--- src/rtl/serial_add_pkg.sv ---
// Shared definitions for the nibble-serial adder: nibble width, FSM states, nibble count.
package serial_add_pkg;

    localparam int NIBBLE_W = 4;

    typedef enum logic [1:0] {
        IDLE = 2'd0,
        BUSY = 2'd1,
        DONE = 2'd2
    } state_t;

    function automatic int nibbleCount(input int width);
        return width / NIBBLE_W;
    endfunction

endpackage

--- src/rtl/ripple_carry_adder.sv ---
// Existing 4-bit ripple-carry adder, reused by nibble_serial_adder one nibble per clock.
module ripple_carry_adder
    import serial_add_pkg::*;
(
    input  logic [NIBBLE_W-1:0] A,
    input  logic [NIBBLE_W-1:0] B,
    input  logic                Cin,
    output logic [NIBBLE_W-1:0] Sum,
    output logic                Cout
);

    logic [NIBBLE_W:0] w_carry;

    assign w_carry[0] = Cin;

    genvar i;
    generate
        for (i = 0; i < NIBBLE_W; i++) begin : g_fullAdder
            assign Sum[i]       = A[i] ^ B[i] ^ w_carry[i];
            assign w_carry[i+1] = (A[i] & B[i]) | (w_carry[i] & (A[i] ^ B[i]));
        end
    endgenerate

    assign Cout = w_carry[NIBBLE_W];

endmodule

--- src/rtl/nibble_serial_adder.sv ---
// WIDTH-bit add/subtract computed one nibble per clock through a shared 4-bit ripple adder.
// Optional signed-overflow output enabled by defining SERIAL_ADD_OVF_EN.
module nibble_serial_adder
    import serial_add_pkg::*;
#(
    parameter int WIDTH = 16
) (
    input  logic             clk,
    input  logic             rst,
    input  logic             in_valid,
    output logic             in_ready,
    input  logic [WIDTH-1:0] A,
    input  logic [WIDTH-1:0] B,
    input  logic             Cin,
    input  logic             sub,
    output logic             out_valid,
    input  logic             out_ready,
    output logic [WIDTH-1:0] Sum,
    output logic             Cout
`ifdef SERIAL_ADD_OVF_EN
    ,
    output logic             Ovf
`endif
);

    localparam int N     = nibbleCount(WIDTH);
    localparam int CNT_W = (N > 1) ? $clog2(N) : 1;
    localparam logic [CNT_W-1:0] LAST_K = CNT_W'(N - 1);

    state_t              r_state;
    state_t              w_nextState;
    logic [CNT_W-1:0]    r_k;
    logic [WIDTH-1:0]    r_aQ;
    logic [WIDTH-1:0]    r_bQ;
    logic [WIDTH-1:0]    r_sum;
    logic                r_carry;
    logic                w_accept;
    logic                w_lastNibble;
    logic [NIBBLE_W-1:0] w_aNib;
    logic [NIBBLE_W-1:0] w_bNib;
    logic [NIBBLE_W-1:0] w_sumNib;
    logic                w_coutNib;

    always_ff @(posedge clk) begin
        if (rst) begin
            r_state <= IDLE;
        end else begin
            r_state <= w_nextState;
        end
    end

    always_comb begin
        w_nextState  = r_state;
        in_ready     = 1'b0;
        out_valid    = 1'b0;
        w_accept     = 1'b0;
        w_lastNibble = 1'b0;
        case (r_state)
            IDLE: begin
                in_ready = 1'b1;
                if (in_valid) begin
                    w_accept    = 1'b1;
                    w_nextState = BUSY;
                end
            end
            BUSY: begin
                if (r_k == LAST_K) begin
                    w_lastNibble = 1'b1;
                    w_nextState  = DONE;
                end
            end
            DONE: begin
                out_valid = 1'b1;
                if (out_ready) begin
                    w_nextState = IDLE;
                end
            end
            default: w_nextState = IDLE;
        endcase
    end

    assign w_aNib = r_aQ[r_k*NIBBLE_W +: NIBBLE_W];
    assign w_bNib = r_bQ[r_k*NIBBLE_W +: NIBBLE_W];

    ripple_carry_adder u_rca (
        .A    (w_aNib),
        .B    (w_bNib),
        .Cin  (r_carry),
        .Sum  (w_sumNib),
        .Cout (w_coutNib)
    );

    // Subtraction is A + ~B + 1, so B is inverted and the carry forced at accept time.
    always_ff @(posedge clk) begin
        if (rst) begin
            r_aQ    <= '0;
            r_bQ    <= '0;
            r_sum   <= '0;
            r_carry <= 1'b0;
            r_k     <= '0;
        end else if (w_accept) begin
            r_aQ    <= A;
            r_bQ    <= sub ? ~B : B;
            r_carry <= sub ? 1'b1 : Cin;
            r_sum   <= '0;
            r_k     <= '0;
        end else if (r_state == BUSY) begin
            r_sum[r_k*NIBBLE_W +: NIBBLE_W] <= w_sumNib;
            r_carry <= w_coutNib;
            r_k     <= w_lastNibble ? '0 : r_k + 1'b1;
        end
    end

    assign Sum  = r_sum;
    assign Cout = r_carry;

`ifdef SERIAL_ADD_OVF_EN
    logic r_ovf;
    logic w_carryIntoMsb;

    // The carry into the top bit is recovered from that bit's sum: c = a ^ b ^ s.
    assign w_carryIntoMsb = w_aNib[NIBBLE_W-1] ^ w_bNib[NIBBLE_W-1] ^ w_sumNib[NIBBLE_W-1];

    always_ff @(posedge clk) begin
        if (rst) begin
            r_ovf <= 1'b0;
        end else if (w_accept) begin
            r_ovf <= 1'b0;
        end else if (w_lastNibble) begin
            r_ovf <= w_carryIntoMsb ^ w_coutNib;
        end
    end

    assign Ovf = r_ovf;
`endif

endmodule

--- config.mk ---
export PLATFORM = sky130hd
export DESIGN_NAME = nibble_serial_adder
export DESIGN_NICKNAME = d
export VERILOG_FILES = /design/src/rtl/serial_add_pkg.sv /design/src/rtl/ripple_carry_adder.sv /design/src/rtl/nibble_serial_adder.sv
export SDC_FILE = /design/constraint.sdc
export NUM_CORES = 1
export LEC_CHECK = 0
export ABC_AREA = 1
export CORE_ASPECT_RATIO = 1.4
export CORE_MARGIN = 2
export CORE_UTILIZATION = 44
export DETAILED_ROUTE_END_ITERATION = 6
export GPL_ROUTABILITY_DRIVEN = 0
export PLACE_DENSITY = 0.8
export SYNTH_ARGS = -nofsm -noshare
export SYNTH_HDL_FRONTEND = slang
export SYNTH_SLANG_ARGS = --single-unit
--- constraint.sdc ---
create_clock -name clk -period 3 [get_ports clk]
set_input_delay 0.9 -clock clk [delete_from_list [all_inputs] [get_ports clk]]
set_output_delay 0.9 -clock clk [all_outputs]
set_load 0.03 [all_outputs]
### Word level (Yosys, flattened, before mapping)

Cells that the tools add are included.

| storage, ports and cells | value |
|---|---|
| word-level logic and storage cells | 59 |
| input bits | 38 |
| register bits | 53 |
| output and inout port bits | 19 |

| cells by class | value |
|---|---|
| bitwise logic cells | 21 |
| add/subtract/negate cells | 2 |
| reductions and logical operators | 4 |
| mux-type cells | 16 |
| equality and inequality tests | 6 |
| shift-type cells | 4 |

Operators with widths:

| operator | count |
|---|---|
| $neg A4 Y34 | 1 |
| $shift A4 B34 Y16 const A | 1 |
| $shiftx A4 B34 Y16 | 1 |
| $shiftx A16 B5 Y4 | 2 |
| $bwmux W16 | 1 |
| $mux W16 | 1 |
| $not A16 Y16 | 1 |
| $mux W1 | 9 |
| $and A1 B1 Y1 | 8 |
| $mux W2 | 4 |
| $xor A1 B1 Y1 | 8 |
| $ne A2 B2 Y1 const B | 3 |
| $pmux W2 S3 | 1 |
| $eq A2 B2 Y1 const B | 2 |
| $or A1 B1 Y1 | 4 |
| $reduce_and A3 Y1 | 1 |
| $add A2 B1 Y2 const B | 1 |
| $eq A2 B1 Y1 const B | 1 |
| $logic_not A2 Y1 | 1 |
| $reduce_bool A2 Y1 | 1 |
| $reduce_or A2 Y1 | 1 |

### Depth between registers and ports, before layout

Gate-level depths: netlist of the first run.

| logic depth | value |
|---|---|
| word-level depth | 12 |
| mapped depth | 16 |
| gate-level depth less buffers | 14 |

### Hierarchy

From an unflattened synthesis of the first run, not the netlist that was laid out.

| second synthesis, totals | value |
|---|---|
| cells, all modules | 368 |
| area total of the unflattened synthesis | 2627.5 sq um |

Modules (own cells, without submodules):

| module | cells each | sequential area each (sq um) | area an instance (sq um) | times used |
|---|---|---|---|---|
| nibble_serial_adder | 354 | 1061.0 | 2509.9 | 1 |
| ripple_carry_adder | 14 | 0.0 | 117.6 | 1 |

### Least setup slack after synthesis of the first run

Ideal clock, no wire load.

| timing | value |
|---|---|
| path kind | reg2reg |
| from | register r_k[0] |
| to | register r_sum[7] (netlist: Sum[7]) |
| period minus slack after synthesis | 3113 ps |
| setup time | 64 ps |
| path slack | -113 ps |
| buffers on the path | 2 |
| cell stages (with the launch flop) | 17 |
| required time | 2936 ps |
| arrival time | 3049 ps |
| path through | dfxtp_1 > buf_4 > inv_1 > buf_2 > a21oi_1 > o21ai_0 > o21ai_0 > fa_1 > fa_1 > fa_1 > fa_1 > nand2_1 > nor2_1 > nand2_1 > nand2_1 > inv_1 > nor2_1 |

| on the way | value |
|---|---|
| word-level cells in the longest chain between the ends | 11 |
| elaborated cells on any way between the ends | 23 |
| classes of those cells | add/sub (1); shift (4); mux (1); bitwise (17) |

RTL lines:

| what | line | text |
|---|---|---|
| from (decl) | nibble_serial_adder.sv:32 | `logic [CNT_W-1:0] r_k;` |
| from (signal assigned) | nibble_serial_adder.sv:110 | `r_k <= w_lastNibble ? '0 : r_k + 1'b1;` |
| $shiftx A16 B5 Y4, on equally long branches | nibble_serial_adder.sv:82, nibble_serial_adder.sv:83 |  |
| $xor A1 B1 Y1 | ripple_carry_adder.sv:19, ripple_carry_adder.sv:20 |  |
| $and A1 B1 Y1 | ripple_carry_adder.sv:20 | `assign w_carry[i+1] = (A[i] & B[i]) \| (w_carry[i] & (A[i] ^ B[i]));` |
| $or A1 B1 Y1 | ripple_carry_adder.sv:20 |  |
| $and A1 B1 Y1 | ripple_carry_adder.sv:20 |  |
| $or A1 B1 Y1 | ripple_carry_adder.sv:20 |  |
| $and A1 B1 Y1 | ripple_carry_adder.sv:20 |  |
| $or A1 B1 Y1 | ripple_carry_adder.sv:20 |  |
| $xor A1 B1 Y1 | ripple_carry_adder.sv:19 | `assign Sum[i] = A[i] ^ B[i] ^ w_carry[i];` |
| $shiftx A4 B34 Y16 | nibble_serial_adder.sv:108 | `r_sum[r_k*NIBBLE_W +: NIBBLE_W] <= w_sumNib;` |
| $bwmux W16 * | nibble_serial_adder.sv:108 |  |
| to (signal, indexed assignment) | nibble_serial_adder.sv:108 |  |
| to (decl) | nibble_serial_adder.sv:35 | `logic [WIDTH-1:0] r_sum;` |

Every way passes the cells marked *; elsewhere a longest branch is shown, timed or not.
A chain may end at the register's enable or synchronous reset.

### Worst setup path after layout of the first run

Ends and elaborated chain as after synthesis.

==> summary.md, run 1 <==
| Metric | Value |
|---|---|
| Worst VDD drop | `0.000332 V` |
| Number of buffers created by CTS | `5` |
| Pwr dens | `474 nW/um^2` |
| IO Count | `57` |
| Fillers | `534` |
| TritonRoute pass-1 iters | `4` |
| Clock Skew | `0.00638 ns` |
| Fin. Hold Viols | `0` |
| Clock transition at path regs | `0.10 ns` |
| Fin area | `3370 sq um` |
| EDFF count, synth | `0` |
| Clk buf depth | `2` |
| DRT iter0 DRCs | `127` |
| Clock latency on the worst-skew pair | `0.31 ns` |
| Critical Path Start Type | `flop` |
| Share of cells above drive strength 1 | `7.48%` |
| Synth area leaders | `dfxtp_1, nand2_1, nor2_1, o21ai_0, inv_1` |
| Async set or reset register ratio after synthesis | `0%` |
| Minimum clock period | `2.96 ns` |
| Critical path's slowest cell | `fa_1` |
| Total track usage | `17.9%` |
| Synth Register Bits | `53` |
| PortBufs | `56` |
| Drt drc | `0` |
| Maxcap violations | `0` |
| Yosys top cell area share | `40.6%` |
| Core footprint | `5820 sq um` |
| Worst Max-Slew Pin Slew | `0.626 ns` |
| Die height | `95.2 um` |
| Outcome | `finished, final reports clean` |
| Mapped Cells | `371` |
| Final worst-path cycle share | `98.5%` |
| Commonest non-fill, non-tap cell in the layout | `nand2_1` |
| Row count | `33` |
| Vias | `2,426` |
| WP data required | `3.26 ns` |
| Total wire length | `5800 um` |
| First-pass GRT wire length | `9530 um` |
| Placed inst area | `3230 sq um` |
| Lkg Pwr | `1.48 nW` |
| N_diodes | `0` |
| Worst Path Buf+Inv | `2` |
| CTS tree | `built` |
| Synth Net Count | `419` |
| Mapped Area | `2620 sq um` |
| Post-synthesis sequential area ratio | `40.6%` |
| Final nets | `475` |
| Dominant cell type by area after synthesis | `dfxtp_1` |
| YS warnings | `0` |
| DR vias/cell | `4.87` |
| Die ar. | `6590 sq um` |
| Final Power | `0.00159 W` |
| Clk sink count | `53` |
| Endpoint class of the critical path | `flop` |
| Initial antenna violation count | `0` |
| Number of global-route vias before repair | `2,206` |
| Initial core utilization | `44.9%` |
| Cell Chain, Critical Path | `inv_6 > o21ai_0 > o21ai_1 > fa_2 > fa_2 > fa_2 > fa_1 > nand2_1 > nor2_2 > nand2_1 > nand2_1 > inv_1 > nor2_1` |
| CP peak stage delay | `0.58 ns` |
| WL/cell | `11.6 um` |
| CTS Root Cell | `clkbuf_8` |
| Data arrival, critical path | `3.21 ns` |
| Critical path's top delay family | `adder cells` |
| DIE WIDTH | `69.2 um` |
| Hold slack | `0.450 ns` |
| Slew headroom | `58.2%` |
| Final ANT Viol Nets | `0` |
| Post-CTS Setup Bufs | `0` |
| CTS H-tree depth | `2` |
| Synth cell types | `23` |
| Most frequent cells in the layout | `nand2_1, nor2_1, clkdlybuf4s50_1` |
| Gr ovfl total | `0` |
| Worst hold-check path type | `flop to flop` |
| Synthesized area per cell | `7.05 sq um` |
| Final setup fails | `0` |
| HPWL after detailed placement | `4460 um` |
| WS Path Type | `flop to flop` |
| Max Slew Vio Count | `0` |
| Crit-path max FO | `13` |
| Core Util, Final | `57.9%` |
| Top_reg_cell synth | `dfxtp_1` |
| Largest net degree at the start of global routing | `24` |
| Synth-to-Final Area Change | `28.7%` |
| Highest Clock Rate | `338 MHz` |
[final cells by class]
class | count | area, sq um | area share [%]
clock buffer | 5 | 68.8 | 2.04
clock inverter | 3 | 46.3 | 1.37
inverter | 37 | 146 | 4.35
multi-input combinational | 265 | 1330 | 39.5
sequential | 53 | 1060 | 31.5
tap | 70 | 87.6 | 2.60
timing repair buffer | 65 | 628 | 18.6
[metal layers]
metal,track usage [%],vias up,routed length (um)
li1,-,1260,-
met1,19.4,1094,2320
met2,32.9,56,3080
met3,3.59,16,183
met4,9.31,0,217
met5,0,-,0
[what timing repair did]
action | CTS | global route
gates resized for setup | 0 | 9
hold buffers | 0 | 0
setup endpoints to repair | 0 | 4
[final timing paths]
path / from / end / slack (ns) / depth (start not counted)
hold reg to reg: r_bQ[3]$_SDFFE_PP0P_ / r_bQ[3]$_SDFFE_PP0P_ / 0.45 / 2
hold / removal: r_bQ[3]$_SDFFE_PP0P_ / r_bQ[3]$_SDFFE_PP0P_ / 0.45 / 2
setup / recovery: r_k[0]$_SDFFE_PP0P_ / Sum[7]$_SDFFE_PP0P_ / 0.04 / 13
setup reg to reg: r_k[0]$_SDFFE_PP0P_ / Sum[7]$_SDFFE_PP0P_ / 0.04 / 13
[report_power, final]
group / internal, W / leakage (nW) / switching [W]
sequential: 0.000749 / 0.435 / 0.0000261
clock: 0.000250 / 0.0543 / 0.000233
combinational: 0.000150 / 0.994 / 0.000187
[state kept, by name (all words and copies together), names as in the netlist]
signal / cells
Sum: 16
r_aQ: 16
r_bQ: 16
r_k: 2
r_state: 2
Cout: 1
[per-stage QoR]
stage,cells,setup slack (ns),setup TNS [ns]
floorplan,371,0.0253,0
global placement,490,0.153,0
detailed placement,490,0.0561,0
CTS,498,0.0370,0
global route,498,-0.0623,-0.122
finish,498,0.0442,0
[cell families (layout without fill, tap and decap cells)]
group	after synthesis	in the layout	share of synthesized area, %
flops	53	53	40.6
compound gates	69	69	13.5
buf+inv	53	110	9.13
xor+xnor	16	16	5.36
fa+ha+maj	10	10	5.93
simple gates	170	170	25.5
[worst register-to-register path: stages, from the launching register on]
cell,delay (ns)
dfxtp_2,0.37
inv_6,0.06
o21ai_0,0.23
o21ai_1,0.16
fa_2,0.38
fa_2,0.35
fa_2,0.35
fa_1,0.58
nand2_1,0.09
nor2_2,0.12
nand2_1,0.06
nand2_1,0.05
inv_1,0.03
nor2_1,0.07
[cells in the mapped netlist (2+ instances only)]
master / instances
a21oi_1: 20
buf_2: 5
buf_4: 5
buf_6: 2
clkbuf_1: 4
dfxtp_1: 53
fa_1: 4
ha_1: 6
inv_1: 34
inv_2: 2
nand2_1: 87
nand3_1: 8
nor2_1: 71
o21ai_0: 45
o22ai_1: 3
xnor2_1: 4
xor2_1: 12
No activity file was read; power rests on OpenSTA's default activity.
==> run 2: changes to the inputs <==
- CORE_UTILIZATION: 44 -> 30
- PLACE_DENSITY: 0.8 -> 0.6
==> run 2 against run 1 <==
Effect of this change: utilization decreased by 17 points; cell count increased by 7.0%; register-to-register slack improved by 0.15 ns; sequential share of layout area decreased by 1.1 points; maximum frequency increased by 5.4%; clock-buffer cell count unchanged; non-clock buffer count unchanged; highest routed layer unchanged; combinational power increased by 1%; clock power increased by 51%; largest power group unchanged; critical path depth unchanged; final area increased by 3.6%; sequential power about the same; critical path type unchanged.
==> summary.md, run 2 (synthesized netlist as in run 1, its figures left out) <==
| Metric | Value |
|---|---|
| Outcome | `finished, final reports clean` |
| Vias | `2,344 (-3.4%)` |
| Pwr dens | `529 nW/um^2 (+12%)` |
| Clk sink count | `53 (unchanged)` |
| Data arrival, critical path | `3.04 ns (-0.17 ns)` |
| CTS Hold Buffers Added | `0 (unchanged)` |
| Endpoint class of the critical path | `flop` |
| GR Util met3 | `2.31% (-1.3 points)` |
| Worst VDD drop | `0.000295 V (-11%)` |
| DIE WIDTH | `82.9 um (+20%)` |
| Clock Skew | `0.00626 ns (-0.000123 ns)` |
| TritonRoute pass-1 iters | `4 (unchanged)` |
| Highest Clock Rate | `357 MHz (+5.4%)` |
| Clock Power Share | `39.4% (+9.2 points)` |
| Minimum clock period | `2.80 ns (-0.151 ns)` |
| Clock transition at path regs | `0.07 ns (-0.03 ns)` |
| Worst Setup EP | `Sum[7]$_SDFFE_PP0P_` |
| Clk buf depth | `2 (unchanged)` |
| PortBufs | `56 (unchanged)` |
| HPWL after detailed placement | `4780 um (+7.1%)` |
| Critical path's slowest cell | `fa_1` |
| DRT iter0 DRCs | `85 (-33%)` |
| Gr ovfl total | `0 (unchanged)` |
| Lkg Pwr | `1.52 nW (+2.8%)` |
| Core Util, Final | `41.0% (-17 points)` |
| Reg2reg path depth | `13 (unchanged)` |
| CTS H-tree depth | `2 (unchanged)` |
| Die ar. | `9490 sq um (+44%)` |
| Row count | `40 (+21%)` |
| Total track usage | `12.9% (-5.0 points)` |
| Number of buffers created by CTS | `5 (unchanged)` |
| Worst hold-check path type | `flop to flop` |
| Switching pwr | `0.000464 W (+3.9%)` |
| Worst Max-Slew Pin Slew | `0.634 ns (+0.00792 ns)` |
| Flop-to-flop setup slack | `0.20 ns (+0.15 ns)` |
| CP peak stage delay | `0.57 ns (about the same)` |
| Fin area | `3490 sq um (+3.6%)` |
| DR vias/cell | `4.40 (-9.7%)` |
| Total wire length | `5950 um (+2.6%)` |
| IO Count | `57 (unchanged)` |
| N_diodes | `0 (unchanged)` |
| Final nets | `475 (unchanged)` |
| Hold Path Stages | `2 (unchanged)` |
| Drt drc | `0 (unchanged)` |
| Fillers | `929 (+74%)` |
| Met2 GRT Util | `24.6% (-8.3 points)` |
| Finished Layout Cells | `533 (+7.0%)` |
| Sw frac | `25.1% (-2.8 points)` |
| Die height | `114 um (+20%)` |
| Commonest non-fill, non-tap cell in the layout | `nand2_1` |
| CTS Root Cell | `clkbuf_16` |
| Most frequent cells in the layout | `nand2_1, nor2_1, clkdlybuf4s50_1` |
| Critical Path Start Type | `flop` |
| Clock latency on the worst-skew pair | `0.29 ns (-0.02 ns)` |
| WL/cell | `11.2 um (-4.1%)` |
| Internal power | `0.00138 W (+20%)` |
| Cell Chain, Critical Path | `buf_4 > nor2_2 > o21ai_2 > fa_2 > fa_2 > fa_2 > fa_1 > nand2_1 > nor2_2 > nand2_1 > nand2_1 > inv_1 > nor2_1` |
| Number of global-route vias before repair | `2,311 (+4.8%)` |
| WS Path Type | `flop to flop` |
| Part of the power in registers | `42.0% (-6.6 points)` |
| Share of cells above drive strength 1 | `7.71% (+0.23 points)` |
| Largest net degree at the start of global routing | `24 (unchanged)` |
| CTS tree | `built` |
| CP Launch Point | `r_k[0]$_SDFFE_PP0P_` |
| Gr busiest metal | `met2` |
| Max Slew Vio Count | `0 (unchanged)` |
| Placed cells | `524 (+6.9%)` |
| Power share of the combinational group | `18.6% (-2.6 points)` |
| Synth-to-Final Area Change | `33.3%` |
| Maxcap violations | `0 (unchanged)` |
| WP data required | `3.23 ns (-0.03 ns)` |
| Setup TNS | `0 ns (unchanged)` |
| Placed inst area | `3270 sq um (+1.1%)` |
| Worst R2R Start | `r_k[0]$_SDFFE_PP0P_` |
| RSZ-0062 raised after global routing | `false` |
| M1 GR Usage | `12.8% (-6.7 points)` |
| Crit-path max FO | `12 (-1)` |
| Initial antenna violation count | `0 (unchanged)` |
| RR Endpoint | `Sum[7]$_SDFFE_PP0P_` |
| Final setup fails | `0 (unchanged)` |
| Final ANT Viol Nets | `0 (unchanged)` |
| First-pass GRT wire length | `9920 um (+4.1%)` |
| Slew headroom | `57.7% (-0.53 points)` |
| Final worst-path cycle share | `93.5% (-5.0 points)` |
| Initial core utilization | `30.7% (-14 points)` |
| Fin. Hold Viols | `0 (unchanged)` |
| Core footprint | `8510 sq um (+46%)` |
run 2: final cells by class:
cell class / count / area (sq um) / area share [%]
Sequential cell: 53 / 1060 / 30.5
Clock inverter: 3 / 65.1 / 1.87
Multi-Input combinational cell: 265 / 1330 / 38.2
Clock buffer: 5 / 125 / 3.59
Timing Repair Buffer: 65 / 628 / 18.0
Tap cell: 105 / 131 / 3.77
Inverter: 37 / 144 / 4.12
run 2: worst min-delay path by stage:
stage | end | from
after floorplan | r_bQ[12]$_SDFFE_PP0P_ | r_bQ[12]$_SDFFE_PP0P_
after global placement | r_bQ[3]$_SDFFE_PP0P_ | r_bQ[3]$_SDFFE_PP0P_
after detailed placement | r_bQ[1]$_SDFFE_PP0P_ | r_bQ[1]$_SDFFE_PP0P_
after CTS | r_bQ[2]$_SDFFE_PP0P_ | r_bQ[2]$_SDFFE_PP0P_
after global routing | r_bQ[2]$_SDFFE_PP0P_ | r_bQ[2]$_SDFFE_PP0P_
final | r_bQ[2]$_SDFFE_PP0P_ | r_bQ[2]$_SDFFE_PP0P_
run 2: per-stage QoR:
step | hold WS [ns] | power (W) | worst slack (ns)
floorplan | 0.413 | 0.00101 | 0.0253
global placement | 0.434 | 0.00112 | 0.144
detailed placement | 0.445 | 0.00112 | 0.0735
CTS | 0.459 | 0.00184 | 0.0587
global route | 0.474 | 0.00194 | 0.0169
finish | 0.453 | 0.00184 | 0.196
run 2: worst max-delay path: cells and delay by family, from the launching register on:
family | cells | cell delay [ns]
buf+inv | 2 | 0.20
flops | 1 | 0.33
fa+ha+maj | 4 | 1.63
compound gates | 1 | 0.08
simple gates | 6 | 0.52
run 2: repair_timing:
action,4_1_cts,5_1_grt
gates resized for setup,0,10
setup buffers,0,1
setup endpoints to repair,0,4
run 2: power by group through the flow:
stage	clock (W)	combinational, W	sequential [W]
final	0.000727	0.000343	0.000775
after global routing	0.000771	0.000389	0.000781
after detailed placement	0	0.000334	0.000790
after CTS	0.000735	0.000335	0.000774
after floorplan	0	0.000210	0.000796
after global placement	0	0.000330	0.000789
run 2: metal layers:
layer	vias up	share of wire, %
met3	11	4.1
met5	-	0
met4	0	3.9
met1	1021	40
met2	52	52
li1	1260	-
==> run 3: changes to the inputs <==
- CELL_PAD_IN_SITES_DETAIL_PLACEMENT: default -> 1
- CELL_PAD_IN_SITES_GLOBAL_PLACEMENT: default -> 2
- CORE_MARGIN: 2 -> default
- CORE_UTILIZATION: 30 -> 28
- PLACE_DENSITY: 0.6 -> 0.86
- clock period: 3 -> 2.8 ns (I/O delays scaled with it)
==> run 3 against run 2 <==
Effect of this change: setup slack worse by 0.18 ns; hold slack worse by 0.0025 ns; die area is 2.6% higher; critical path type unchanged; power is 5.0% higher; utilization is 1.6 points lower; clock power is 1% lower; clock skew is 0.0022 ns lower.
==> summary.md, run 3 (synthesized netlist as in run 1, its figures left out) <==
| Metric | Value |
|---|---|
| Outcome | `finished, final reports clean` |
| Highest Clock Rate | `360 MHz (+0.84%)` |
| Endpoint class of the critical path | `flop` |
| Synth-to-Final Area Change | `35.8%` |
| DR vias/cell | `4.54 (+3.3%)` |
| Minimum clock period | `2.78 ns (-0.0234 ns)` |
| Register area | `1070 sq um (+0.35%)` |
| Max Slew Vio Count | `0 (unchanged)` |
| Clk sink count | `53 (unchanged)` |
| Final nets | `482 (+1.5%)` |
| CTS Hold Buffers Added | `0 (unchanged)` |
| Slew headroom | `62.5% (+4.8 points)` |
| Commonest non-fill, non-tap cell in the layout | `nand2_1` |
| WS Path Type | `flop to flop` |
| Final ANT Viol Nets | `0 (unchanged)` |
| Largest net degree at the start of global routing | `22 (-8.3%)` |
| Number of global-route vias before repair | `2,572 (+11%)` |
| Multi-input gate area | `1360 sq um (+1.7%)` |
| TritonRoute pass-1 iters | `4 (unchanged)` |
| Share of cells above drive strength 1 | `9.89% (+2.2 points)` |
| CTS tree | `built` |
| Clock latency on the worst-skew pair | `0.29 ns (about the same)` |
| Worst Max-Slew Pin Slew | `0.562 ns (-0.0719 ns)` |
| Critical Path Start Type | `flop` |
| HPWL after detailed placement | `5490 um (+15%)` |
| Clk buf depth | `2 (unchanged)` |
| CTS H-tree depth | `2 (unchanged)` |
| Lkg Pwr | `1.55 nW (+1.7%)` |
| Total wire length | `6990 um (+17%)` |
| DIE WIDTH | `83.7 um (+0.93%)` |
| PortBufs | `56 (unchanged)` |
| Fin. Hold Viols | `0 (unchanged)` |
| WP data required | `3.03 ns (-0.20 ns)` |
| Total track usage | `15.2% (+2.3 points)` |
| RSZ-0062 raised after global routing | `true` |
| N_diodes | `0 (unchanged)` |
| Die height | `116 um (+1.6%)` |
| Vias | `2,463 (+5.1%)` |
| Fillers | `1,158 (+25%)` |
| Hold slack | `0.451 ns (-0.00252 ns)` |
| Final setup fails | `0 (unchanged)` |
| IO Count | `57 (unchanged)` |
| Row count | `41 (+2.5%)` |
| Clock Skew | `0.00408 ns (-0.00219 ns)` |
| Pwr dens | `545 nW/um^2 (+3.1%)` |
| Most frequent cells in the layout | `nand2_1, nor2_1, clkdlybuf4s50_1` |
| First-pass GRT wire length | `11,700 um (+18%)` |
| Initial antenna violation count | `0 (unchanged)` |
| Maxcap violations | `0 (unchanged)` |
| Drt drc | `0 (unchanged)` |
| Worst hold-check path type | `flop to flop` |
| Number of buffers created by CTS | `5 (unchanged)` |
| Die ar. | `9740 sq um (+2.6%)` |
| Worst VDD drop | `0.000283 V (-3.8%)` |
| Final worst-path cycle share | `99.3% (+5.8 points)` |
| WL/cell | `12.9 um (+16%)` |
| DRT iter0 DRCs | `45 (-47%)` |
| Clock transition at path regs | `0.07 ns (about the same)` |
| Gr ovfl total | `0 (unchanged)` |
| CTS Root Cell | `clkbuf_16` |
| Core Util, Final | `39.4% (-1.6 points)` |
| Crit-path max FO | `5 (-7)` |
| Core footprint | `9030 sq um (+6.1%)` |
| Data arrival, critical path | `3.01 ns (-0.03 ns)` |
| Initial core utilization | `29.0% (-1.8 points)` |
## run 3: power breakdown
group	switching, W	internal [W]
Combinational	0.000216	0.000171
Sequential	0.0000302	0.000803
Clock	0.000271	0.000447
Total	0.000517	0.00142
## run 3: cell type report
type                            instances  area share, %
Timing Repair Buffer                   71           18.9
Inverter                               37           4.12
Tap cell                              107           3.77
Clock buffer                            7           4.01
Clock inverter                          1          0.845
Sequential cell                        53           30.0
Timing Repair inverter                  1          0.176
Multi-Input combinational cell        265           38.1
## run 3: repair_timing
item | 4_1_cts | 5_1_grt
endpoints found under the setup margin | 1 | 4
setup buffers | 0 | 2
resized for setup | 4 | 12
pin swaps | 0 | 3
cloned | 0 | 1
## run 3: final timing paths
kind                                        endpoint  slack [ns]  depth (start not counted)            startpoint
worst min register to register  r_bQ[1]$_SDFFE_PP0P_        0.45                          2  r_bQ[1]$_SDFFE_PP0P_
worst min-delay path            r_bQ[1]$_SDFFE_PP0P_        0.45                          2  r_bQ[1]$_SDFFE_PP0P_
worst max-delay path             Sum[7]$_SDFFE_PP0P_        0.02                         14   r_k[0]$_SDFFE_PP0P_
worst max register to register   Sum[7]$_SDFFE_PP0P_        0.02                         14   r_k[0]$_SDFFE_PP0P_
## run 3: worst max-delay path: stages, from the launching register on
cell and delay [ns]:
dfxtp_4 0.37, clkinv_4 0.08, a21oi_1 0.07, o21ai_1 0.10, o21ai_1 0.12, fa_2 0.37, fa_2 0.35, fa_2 0.34
fa_1 0.53, nand2_2 0.09, nor2_4 0.09, nand2_1 0.05, nand2_1 0.06, inv_1 0.03, nor2_1 0.07
## run 3: metal layers
metal	track usage [%]	vias to the layer above	part of all wire, %	wire length (um)
li1	-	1278	-	-
met1	15.7	1131	39	2710
met2	30.6	43	57	4010
met3	2.19	11	2.2	156
met4	5.88	0	1.7	116
met5	0	-	0	0
## run 3: per-stage QoR
step                      cell area, sq um  setup WS [ns]  instances  TNS, ns  power (W)
after floorplan                       2650        -0.0172        371  -0.0172    0.00108
after global placement                3320          0.104        531        0    0.00122
after detailed placement              3320         0.0205        531        0    0.00123
after CTS                             3500         0.0145        539        0    0.00196
after global routing                  3550         -0.131        542   -0.434    0.00204
final                                 3550         0.0190        542        0    0.00194
==> RTL edit: new RTL, config.mk and constraints of run 1 <==
`WIDTH`: 16 -> 8.
--- a/src/rtl/nibble_serial_adder.sv
+++ b/src/rtl/nibble_serial_adder.sv
@@ -4,5 +4,5 @@
     import serial_add_pkg::*;
 #(
-    parameter int WIDTH = 16
+    parameter int WIDTH = 8
 ) (
     input  logic             clk,
Interface: changed (resized A, B and Sum); port bits go from 57 to 33. No check against the original RTL was run, so the function may have changed too.
==> RTL edit against run 1 <==
Setup slack improved by 0.15 ns; wire length shrank 51%; count of clock-buffer cells in the layout down 2; global-route usage fell by 1.4 points; power decreased by 42%; non-clock buffer count down 32; core utilization up 1.2 points; cell area fell by 46%; area after synthesis down 46%; sequential cell count down 25; critical path type unchanged; critical endpoint unchanged.
==> RTL edit: results (changes against run 1) <==
<table>
<tr><th>Metric</th><th>Value</th></tr>
<tr><th colspan="2">Logic synthesis</th></tr>
<tr><td>Top cells by count, synth</td><td>74 x nand2_1, 35 x nor2_1, 28 x dfxtp_1, 18 x inv_1, 10 x nand3_1 (was 87 x nand2_1, 71 x nor2_1, 53 x dfxtp_1, 45 x o21ai_0, 34 x inv_1)</td></tr>
<tr><td>Sequential area share after synthesis</td><td>0.393 (was 0.406)</td></tr>
<tr><td>Area share of xor/xnor cells in the synthesized design</td><td>0 (was 0.0536)</td></tr>
<tr><td>Synth unique cells</td><td>19 (was 23)</td></tr>
<tr><th colspan="2">Placed design</th></tr>
<tr><td>DP HPWL</td><td>2160 um (was 4460 um)</td></tr>
<tr><td>Worst Setup Slack post-DPL</td><td>0.229 ns (was 0.0561 ns)</td></tr>
<tr><th colspan="2">Pwr</th></tr>
<tr><td>Leakage</td><td>0.000850 uW (was 0.00148 uW)</td></tr>
<tr><th colspan="2">GRT</th></tr>
<tr><td>Global-route wire length before repair</td><td>4770 um (was 9530 um)</td></tr>
<tr><td>GR Util All Layers</td><td>0.165 (was 0.179)</td></tr>
<tr><th colspan="2">Route</th></tr>
<tr><td>Vias after detailed routing</td><td>1291 (was 2426)</td></tr>
<tr><td>Met2 routed wirelength</td><td>1510 um (was 3080 um)</td></tr>
<tr><th colspan="2">Layout</th></tr>
<tr><td>Layout net count</td><td>265 (was 475)</td></tr>
<tr><td>Layout cell share with drive strength beyond 1</td><td>0.105 (was 0.0748)</td></tr>
<tr><td>Total of fill cells in the finished design</td><td>287 (was 534)</td></tr>
<tr><th colspan="2">Worst setup path</th></tr>
<tr><td>Slowest-stage cell, CP</td><td>dfxtp_1 (was fa_1)</td></tr>
<tr><td>Worst setup slack for register-to-register paths</td><td>0.20 ns (was 0.04 ns)</td></tr>
<tr><td>Worst reg2reg startpoint</td><td>r_k (was r_k[0])</td></tr>
<tr><td>Worst-path fanout max</td><td>10 (was 13)</td></tr>
<tr><th colspan="2">CTS</th></tr>
<tr><td>Number of clock buffers inserted by TritonCTS</td><td>3 (was 5)</td></tr>
<tr><th colspan="2">Run status</th></tr>
<tr><td>Result of the run</td><td>finished, final reports clean (unchanged)</td></tr>
</table>
## RTL edit: changes by cell type after synthesis, moves of 7 or more
cell	before	now
o21ai_0	45	3
inv_1	34	18
dfxtp_1	53	28
o21ai_2	1	8
a21oi_1	20	7
xor2_1	12	0
nand2_1	87	74
nor2_1	71	35
## RTL edit: per-layer routing
metal  vias up  global-route usage
li1        692                   -
met1       567               0.188
met5         -                   0
met4         0              0.0585
met2        28               0.308
met3         4              0.0146
## RTL edit: cell type report
| cell class | count | share of cell area |
|---|---|---|
| clock buffers | 3 | 0.0226 |
| flip-flops and latches | 28 | 0.307 |
| clock inverters | 1 | 0.0164 |
| multi-input cells | 151 | 0.403 |
| well taps | 39 | 0.0267 |
| repair buffers | 33 | 0.179 |
| inverters | 22 | 0.0452 |
## RTL edit: kinds of logic after synthesis
kind of cell               count (synthesis)
AOI/OAI and AO/OA                         21
DFF                                       28
adders and majority gates                  4
buffers and inverters                     28
and+or+nand+nor                          126
## RTL edit: worst max path at each step
stage	start	end	slack [ns]	depth (start not counted)
floorplan	r_k	Sum[7]	0.47	9
global placement	r_k	Sum[7]	0.31	9
detailed placement	r_k	Sum[7]	0.23	9
global route	r_k	Sum[7]	0.007	9
finish	r_k	Sum[7]	0.20	9
CTS	r_k	Sum[7]	0.20	9
## RTL edit: stage by stage
step / area (sq um) / power (uW) / cells / hold WS (ns)
after floorplan: 1430 / 565 / 207 / 0.419
after global placement: 1760 / 631 / 273 / 0.431
after detailed placement: 1760 / 634 / 273 / 0.435
after CTS: 1830 / 925 / 277 / 0.456
after global routing: 1830 / 962 / 277 / 0.475
final: 1830 / 920 / 277 / 0.453
## RTL edit: worst register-to-register path, delay by kind of cell, from the launching register on
family / cells / cell delay, ns
AND/OR/NAND/NOR: 3 / 0.25
adder cells (fa/ha/maj): 4 / 1.69
buffers and inverters: 1 / 0.16
AO/OA/AOI/OAI: 1 / 0.12
flip-flops: 1 / 0.52
## RTL edit: report_power, final
| part | internal [uW] | total (uW) | switching [uW] |
|---|---|---|---|
| clock network | 179 | 294 | 115 |
| registers | 399 | 419 | 19.7 |
| logic | 88.2 | 207 | 119 |
